===== src/rtl/nmr_vote_ctrl.sv =====
`default_nettype none
// +----------------------------------------------------------------------------+
// | nmr_vote_ctrl : triple-replica command voter with fault masking and slew    |
// | Rev 1.0                                                                    |
// +----------------------------------------------------------------------------+
module nmr_vote_ctrl #(
  parameter int CMD_W    = 4,
  parameter int N_CH     = 2,
  parameter int FAULT_TH = 3,
  parameter int STEP_SH  = 1
) (
  input  logic                      clk,
  input  logic                      rst,
  input  logic                      en,
  input  logic                      clr_fault,
  input  logic [3*N_CH*CMD_W-1:0]   cmd_i,
  output logic [N_CH*CMD_W-1:0]     cmd_o,
  output logic [2:0]                fault_o,
  output logic [2:0]                fail_o,
  output logic [1:0]                mode_o,
  output logic                      no_major_o
);

  localparam int c_CNT_W = $clog2(FAULT_TH + 1);

  typedef enum logic [1:0] {
    S_SIMPLEX  = 2'd0,
    S_VOTE     = 2'd1,
    S_DEGRADED = 2'd2,
    S_SAFE     = 2'd3
  } state_t;

  state_t              r_state, w_state_nxt;
  logic                r_settle, w_settle_nxt;
  logic [2:0]          r_fault, r_fail;
  logic [c_CNT_W-1:0]  r_cnt     [3];
  logic [c_CNT_W-1:0]  w_cnt_inc [3];
  logic [CMD_W-1:0]    w_rep     [3][N_CH];
  logic [CMD_W-1:0]    w_tgt     [N_CH];
  logic [1:0]          w_ha, w_hb;
  logic                w_agree, w_eval;
  logic [2:0]          w_mis, w_hit, w_fail_nxt;
  logic [1:0]          w_nf;

  for (genvar r = 0; r < 3; r++) begin : g_rep
    for (genvar c = 0; c < N_CH; c++) begin : g_ch
      assign w_rep[r][c] = cmd_i[(r*N_CH+c)*CMD_W +: CMD_W];
    end
  end

  // Healthy pair used in DEGRADED: the two lowest-index non-failed replicas.
  always_comb begin
    w_ha = 2'd0;
    w_hb = 2'd1;
    if (r_fail[0]) begin
      w_ha = 2'd1;
      w_hb = 2'd2;
    end else if (r_fail[1]) begin
      w_ha = 2'd0;
      w_hb = 2'd2;
    end
  end

  always_comb begin
    w_agree = 1'b1;
    for (int c = 0; c < N_CH; c++) begin
      if (w_rep[w_ha][c] != w_rep[w_hb][c]) w_agree = 1'b0;
    end
  end

  always_comb begin
    for (int c = 0; c < N_CH; c++) begin
      w_tgt[c] = '0;
      case (r_state)
        S_SIMPLEX: begin
          if (!r_fail[0])      w_tgt[c] = w_rep[0][c];
          else if (!r_fail[1]) w_tgt[c] = w_rep[1][c];
          else if (!r_fail[2]) w_tgt[c] = w_rep[2][c];
        end
        S_VOTE: w_tgt[c] = (w_rep[0][c] & w_rep[1][c]) |
                           (w_rep[0][c] & w_rep[2][c]) |
                           (w_rep[1][c] & w_rep[2][c]);
        S_DEGRADED: w_tgt[c] = w_agree ? w_rep[w_ha][c] : cmd_o[c*CMD_W +: CMD_W];
        default: w_tgt[c] = '0;
      endcase
    end
  end

  assign no_major_o = (r_state == S_DEGRADED) && !w_agree;
  assign w_eval     = ((r_state == S_VOTE) || (r_state == S_DEGRADED)) && !r_settle;

  always_comb begin
    w_mis = '0;
    for (int r = 0; r < 3; r++) begin
      for (int c = 0; c < N_CH; c++) begin
        if (w_rep[r][c] != w_tgt[c]) w_mis[r] = 1'b1;
      end
    end
    w_mis = w_mis & ~r_fail & {3{w_eval}};
  end

  always_comb begin
    for (int r = 0; r < 3; r++) begin
      w_cnt_inc[r] = (r_cnt[r] == c_CNT_W'(FAULT_TH)) ? r_cnt[r] : r_cnt[r] + c_CNT_W'(1);
      w_hit[r]     = w_mis[r] && (w_cnt_inc[r] == c_CNT_W'(FAULT_TH));
    end
  end

  // A clear on the same edge as a threshold hit wins.
  assign w_fail_nxt = clr_fault ? 3'b000 : (r_fail | w_hit);
  assign w_nf       = {1'b0, w_fail_nxt[0]} + {1'b0, w_fail_nxt[1]} + {1'b0, w_fail_nxt[2]};

  always_ff @(posedge clk or posedge rst) begin
    if (rst) begin
      for (int r = 0; r < 3; r++) r_cnt[r] <= '0;
    end else begin
      for (int r = 0; r < 3; r++) begin
        if (clr_fault || (r_state == S_SIMPLEX) || !w_mis[r]) r_cnt[r] <= '0;
        else                                                  r_cnt[r] <= w_cnt_inc[r];
      end
    end
  end

  always_ff @(posedge clk or posedge rst) begin
    if (rst) begin
      r_fault <= 3'b000;
      r_fail  <= 3'b000;
    end else begin
      r_fault <= w_mis;
      r_fail  <= w_fail_nxt;
    end
  end

  always_ff @(posedge clk or posedge rst) begin
    if (rst) begin
      r_state  <= S_SIMPLEX;
      r_settle <= 1'b0;
    end else begin
      r_state  <= w_state_nxt;
      r_settle <= w_settle_nxt;
    end
  end

  always_comb begin
    w_state_nxt  = r_state;
    w_settle_nxt = 1'b0;
    if (!en) begin
      w_state_nxt = S_SIMPLEX;
    end else if (clr_fault) begin
      w_state_nxt  = S_VOTE;
      w_settle_nxt = 1'b1;
    end else begin
      case (r_state)
        S_SIMPLEX: begin
          w_settle_nxt = 1'b1;
          if (w_nf == 2'd0)      w_state_nxt = S_VOTE;
          else if (w_nf == 2'd1) w_state_nxt = S_DEGRADED;
          else                   w_state_nxt = S_SAFE;
        end
        S_VOTE: begin
          if (w_nf == 2'd1)      w_state_nxt = S_DEGRADED;
          else if (w_nf >= 2'd2) w_state_nxt = S_SAFE;
        end
        S_DEGRADED: begin
          if (w_nf >= 2'd2) w_state_nxt = S_SAFE;
        end
        default: w_state_nxt = r_state;
      endcase
    end
  end

  // Per-channel slew limiter; the minimum step of one LSB guarantees convergence.
  for (genvar c = 0; c < N_CH; c++) begin : g_slew
    logic        [CMD_W-1:0] r_cmd;
    logic signed [CMD_W:0]   w_diff, w_step_sh, w_step;

    assign w_diff    = $signed({1'b0, w_tgt[c]}) - $signed({1'b0, r_cmd});
    assign w_step_sh = w_diff >>> STEP_SH;

    always_comb begin
      w_step = w_step_sh;
      if ((w_step_sh == '0) && (w_diff != '0))
        w_step = w_diff[CMD_W] ? '1 : {{CMD_W{1'b0}}, 1'b1};
    end

    always_ff @(posedge clk or posedge rst) begin
      if (rst) r_cmd <= '0;
      else     r_cmd <= r_cmd + w_step[CMD_W-1:0];
    end

    assign cmd_o[c*CMD_W +: CMD_W] = r_cmd;
  end

  assign fault_o = r_fault;
  assign fail_o  = r_fail;
  assign mode_o  = r_state;

endmodule
`default_nettype wire


===== config.mk =====
export PLATFORM = sky130hd
export DESIGN_NAME = nmr_vote_ctrl
export DESIGN_NICKNAME = d
export VERILOG_FILES = /design/src/rtl/nmr_vote_ctrl.sv
export SDC_FILE = /design/constraint.sdc
export NUM_CORES = 1
export LEC_CHECK = 0
export ABC_AREA = 1
export CAP_MARGIN = 20
export CELL_PAD_IN_SITES_DETAIL_PLACEMENT = 2
export CELL_PAD_IN_SITES_GLOBAL_PLACEMENT = 2
export CORE_ASPECT_RATIO = 1.75
export CORE_MARGIN = 2
export CORE_UTILIZATION = 26
export CTS_BUF_LIST = sky130_fd_sc_hd__clkbuf_4 sky130_fd_sc_hd__clkbuf_8 sky130_fd_sc_hd__clkbuf_16
export DETAILED_ROUTE_END_ITERATION = 6
export GPL_TIMING_DRIVEN = 0
export PLACE_DENSITY_LB_ADDON = 0.1
export SYNTH_ARGS = -nofsm -noshare
export SYNTH_HDL_FRONTEND = slang
export SYNTH_SLANG_ARGS = --single-unit

===== constraint.sdc =====
create_clock -name clk -period 3.45 [get_ports clk]
set_input_delay 0.345 -clock clk [delete_from_list [all_inputs] [get_ports clk]]
set_output_delay 0.345 -clock clk [all_outputs]
set_load 0.01 [all_outputs]

==> impl_results.md <==
- Starting Density: 26.8%
- Io pins: 45
- CP Max Fanout: 8
- Post-route ant nets: 0
- Final hold viol count: 0
- Synthesized area per cell: 6.19 sq um
- PwrDens: 629 mW/mm^2
- CTS Buf Count: 3
- Clock transition at path regs: 70 ps
- Critical Path AT: 4080 ps
- Mapped Nets: 514
- Hold Slack: 453 ps
- Clk_skew: 6.93 ps
- CP required: 3630 ps
- CP max stage delay: 480 ps
- Rel. slew slack: 41.2%
- Core area: 0.0107 sq mm
- Tcrit/Tclk final: 113%
- Clock Path Buffers: 2
- Max VDD drop: 0.427 mV
- Setup crit start kind: flop
- Syn Inst Count: 463
- Synth top area cells: dfrtp_1 20%, nand2_1 18%, nand3_1 11%
- Setup Viol. Count Final: 8
- DRT Wirelength: 13.5 mm
- # fillers: 1216
- Drt wl/cell: 19.6 microns
- GPL Wtd Cong: 0.884
- Achievable clock frequency: 256 MHz
- Final nets: 611
- Area growth syn-to-layout: 64.2%
- Clock Latency Late Sink: 260 ps
- HPWL Detailed: 9.74 mm
- Area leader, netlist: dfrtp_1
- CP cell instances: buf_8, buf_12, nor2_4, a21oi_2, nand2_1, nand2_2, nand2_4, nor2_8, nand2_8, nand2_8, nand3_4, nand2_4, nand2_4, ha_4, fa_2, xnor2_4, o41ai_2, ha_2, a21o_1, a21oi_2, xor2_1, xnor2_1
- Total track usage: 22.5%
- Top-area cell type share of the netlist area: 20.1%
- Slew @ Worst Pin: 882 ps
- Hold-fix buffer count after cts: 0
- Initial DRC count: 65
- Max-Cap Viols: 0
- Wire length of the first global-routing pass: 21.1 mm
- #FFs+latches synth: 23
- H-tree Lvls: 1
- Setup slack after layout: -449 ps
- Post-Syn Area: 0.00287 sq mm
- Count of cell types in the netlist: 32
- Clock root cell: clkbuf_16
- Pre-antenna DRT Iters: 4
- CTS tree: built
- Total power: 0.00296 W
- Seq/Total Area, Yosys: 20.1%
- Vias in the first global route: 4100
- Maximum number of pins on one net before global-route repair: 24
- Pleak: 2.31 nW
- Gr ovfl total: 0
- Die height: 143 microns
- # DRC: 0
- Vias: 3493
- # diodes: 0
- Vias per cell: 5.07
- Utilization after layout: 44.0%
- WP buf/inv: 2
- Row count: 50
- Die Area: 0.0119 sq mm
- Synth warn: 0
- Die width: 83.4 microns
- Failing checks: negative setup slack
- Setup repair after global routing missed its margin: true
- Port bufs: 44
- Status: finished with violations
- Final Max Tran Viols: 0
- Min Tclk post-route: 3900 ps
- Layout cells sized above 1: 37.4%
- Critical path's top delay family: simple AND/OR/NAND/NOR gates
- Nature of the critical path endpoint: flop
- TNS Setup: -2530 ps
- Initial antenna violation count: 0
- CP Class: reg -> reg
- Tightest Hold Check Type: reg -> reg
- Worst path slowest cell: dfrtp_2
- CP most frequent cell: nand2_4
- TritonCTS Sinks: 23
[cells in the final DEF, fill, tap and decap left out, drive strengths merged]
cell type and count:
nand2 160, nor4 1, inv 77, fa 5
a221oi 1, buf 55, o2111ai 1, nand3 66
xor2 8, dlymetal6s2s 1, dlygate4sd2 7, a211oi 1
clkdlybuf4s50 36, xnor2 2, a31oi 1, ha 18
a21o 3, o41ai 2, dfrtp 23, a21oi 29
o21ai 17, nor2 30, clkinvlp 1, clkbuf 5
clkinv 1, o221ai 8
[cells by family (layout without fill, tap and decap cells)]
group | after synthesis | after routing | share of synthesized area (%)
AO/OA/AOI/OAI | 63 | 63 | 13.1
buffers and inverters | 87 | 183 | 12.1
AND/OR/NAND/NOR | 257 | 257 | 40.3
adder cells (fa/ha/maj) | 23 | 23 | 11.3
XOR/XNOR | 10 | 10 | 3.06
flip-flops | 23 | 23 | 20.1
[cell type report]
cell class / instances / area [sq um] / area share (%)
sequential: 23 / 578 / 12.3
clock buffer: 3 / 75.1 / 1.59
clock inverter: 1 / 7.51 / 0.159
multi-input combinational: 353 / 2610 / 55.3
tap: 130 / 163 / 3.46
timing repair buffer: 93 / 897 / 19.1
buffer: 8 / 80.1 / 1.70
inverter: 78 / 302 / 6.41
[worst paths after layout]
| check | start | endpoint | slack, ps | cells past startpoint |
|---|---|---|---|---|
| worst max-delay path | fail_o[0]$_DFF_PP0_ | g_slew[0].r_cmd[3]$_DFF_PP0_ | -450 | 22 |
| worst min-delay path | r_cnt[0]$_DFF_PP0_ | r_cnt[0]$_DFF_PP0_ | 450 | 1 |
| worst max register to register | fail_o[0]$_DFF_PP0_ | g_slew[0].r_cmd[3]$_DFF_PP0_ | -450 | 22 |
| worst min register to register | r_cnt[0]$_DFF_PP0_ | r_cnt[0]$_DFF_PP0_ | 450 | 1 |
| max in group asynchronous | rst | fail_o[1]$_DFF_PP0_ | 2270 | 2 |
| min in group asynchronous | rst | fault_o[2]$_DFF_PP0_ | 570 | 2 |
[power breakdown]
group | internal [W] | switching, W | total (W) | leakage, nW
Sequential | 0.000359 | 0.0000790 | 0.000438 | 0.292
Clock | 0.000157 | 0.000101 | 0.000258 | 0.0371
Combinational | 0.00107 | 0.00119 | 0.00226 | 1.98
Total | 0.00159 | 0.00137 | 0.00296 | 2.31
[worst register-to-register path, stage by stage (launching register included)]
cell and delay, ps:
dfrtp_2 480, buf_8 190, buf_12 130, nor2_4 40, a21oi_2 100, nand2_1 70, nand2_2 90, nand2_4 80
nor2_8 200, nand2_8 130, nand2_8 100, nand3_4 70, nand2_4 100, nand2_4 80, ha_4 190, fa_2 440
xnor2_4 170, o41ai_2 330, ha_2 250, a21o_1 130, a21oi_2 70, xor2_1 220, xnor2_1 160
[cells in the mapped netlist]
cell / n
fa_1: 5
ha_1: 18
buf_6: 1
nand2_1: 136
o2111ai_1: 1
a221oi_1: 1
xor2_1: 8
inv_2: 9
nor2_1: 27
buf_4: 3
nand2_4: 1
inv_1: 68
o21ai_1: 1
nand3_2: 1
nor2_2: 1
nand2_2: 23
clkinv_1: 1
a31oi_1: 1
o21ai_0: 15
clkbuf_1: 3
a21oi_1: 29
o41ai_1: 2
o21ai_2: 1
o221ai_1: 8
buf_2: 2
dfrtp_1: 23
a211oi_1: 1
nor4_1: 1
nor2_8: 2
a21o_1: 3
nand3_1: 65
xnor2_1: 2
[registers in the layout (all words and copies together), names as in the netlist]
register	cells
g_slew.r_cmd	8
mode_o	2
fail_o	3
r_cnt	6
fault_o	3
r_settle	1
[routing by layer]
layer | track usage, % | share of wire (%)
met5 | 0 | 0
met4 | 8.54 | 4.5
met3 | 2.37 | 2.1
met2 | 46.3 | 58
met1 | 22.6 | 36
[through the flow]
stage | worst slack [ps] | std cells | instance area (sq um)
detailed placement | -1120 | 637 | 3510
global route | -644 | 689 | 4710
global placement | -1000 | 637 | 3510
finish | -449 | 689 | 4710
CTS | -359 | 683 | 4520
floorplan | 12.2 | 463 | 2910
[repair_timing]
item,CTS,global route
gates resized for setup,150,37
cloned,1,0
endpoints found under the setup margin,10,10
pin swaps,66,33
buffers inserted,41,7
No activity file was read; power rests on OpenSTA's default activity.
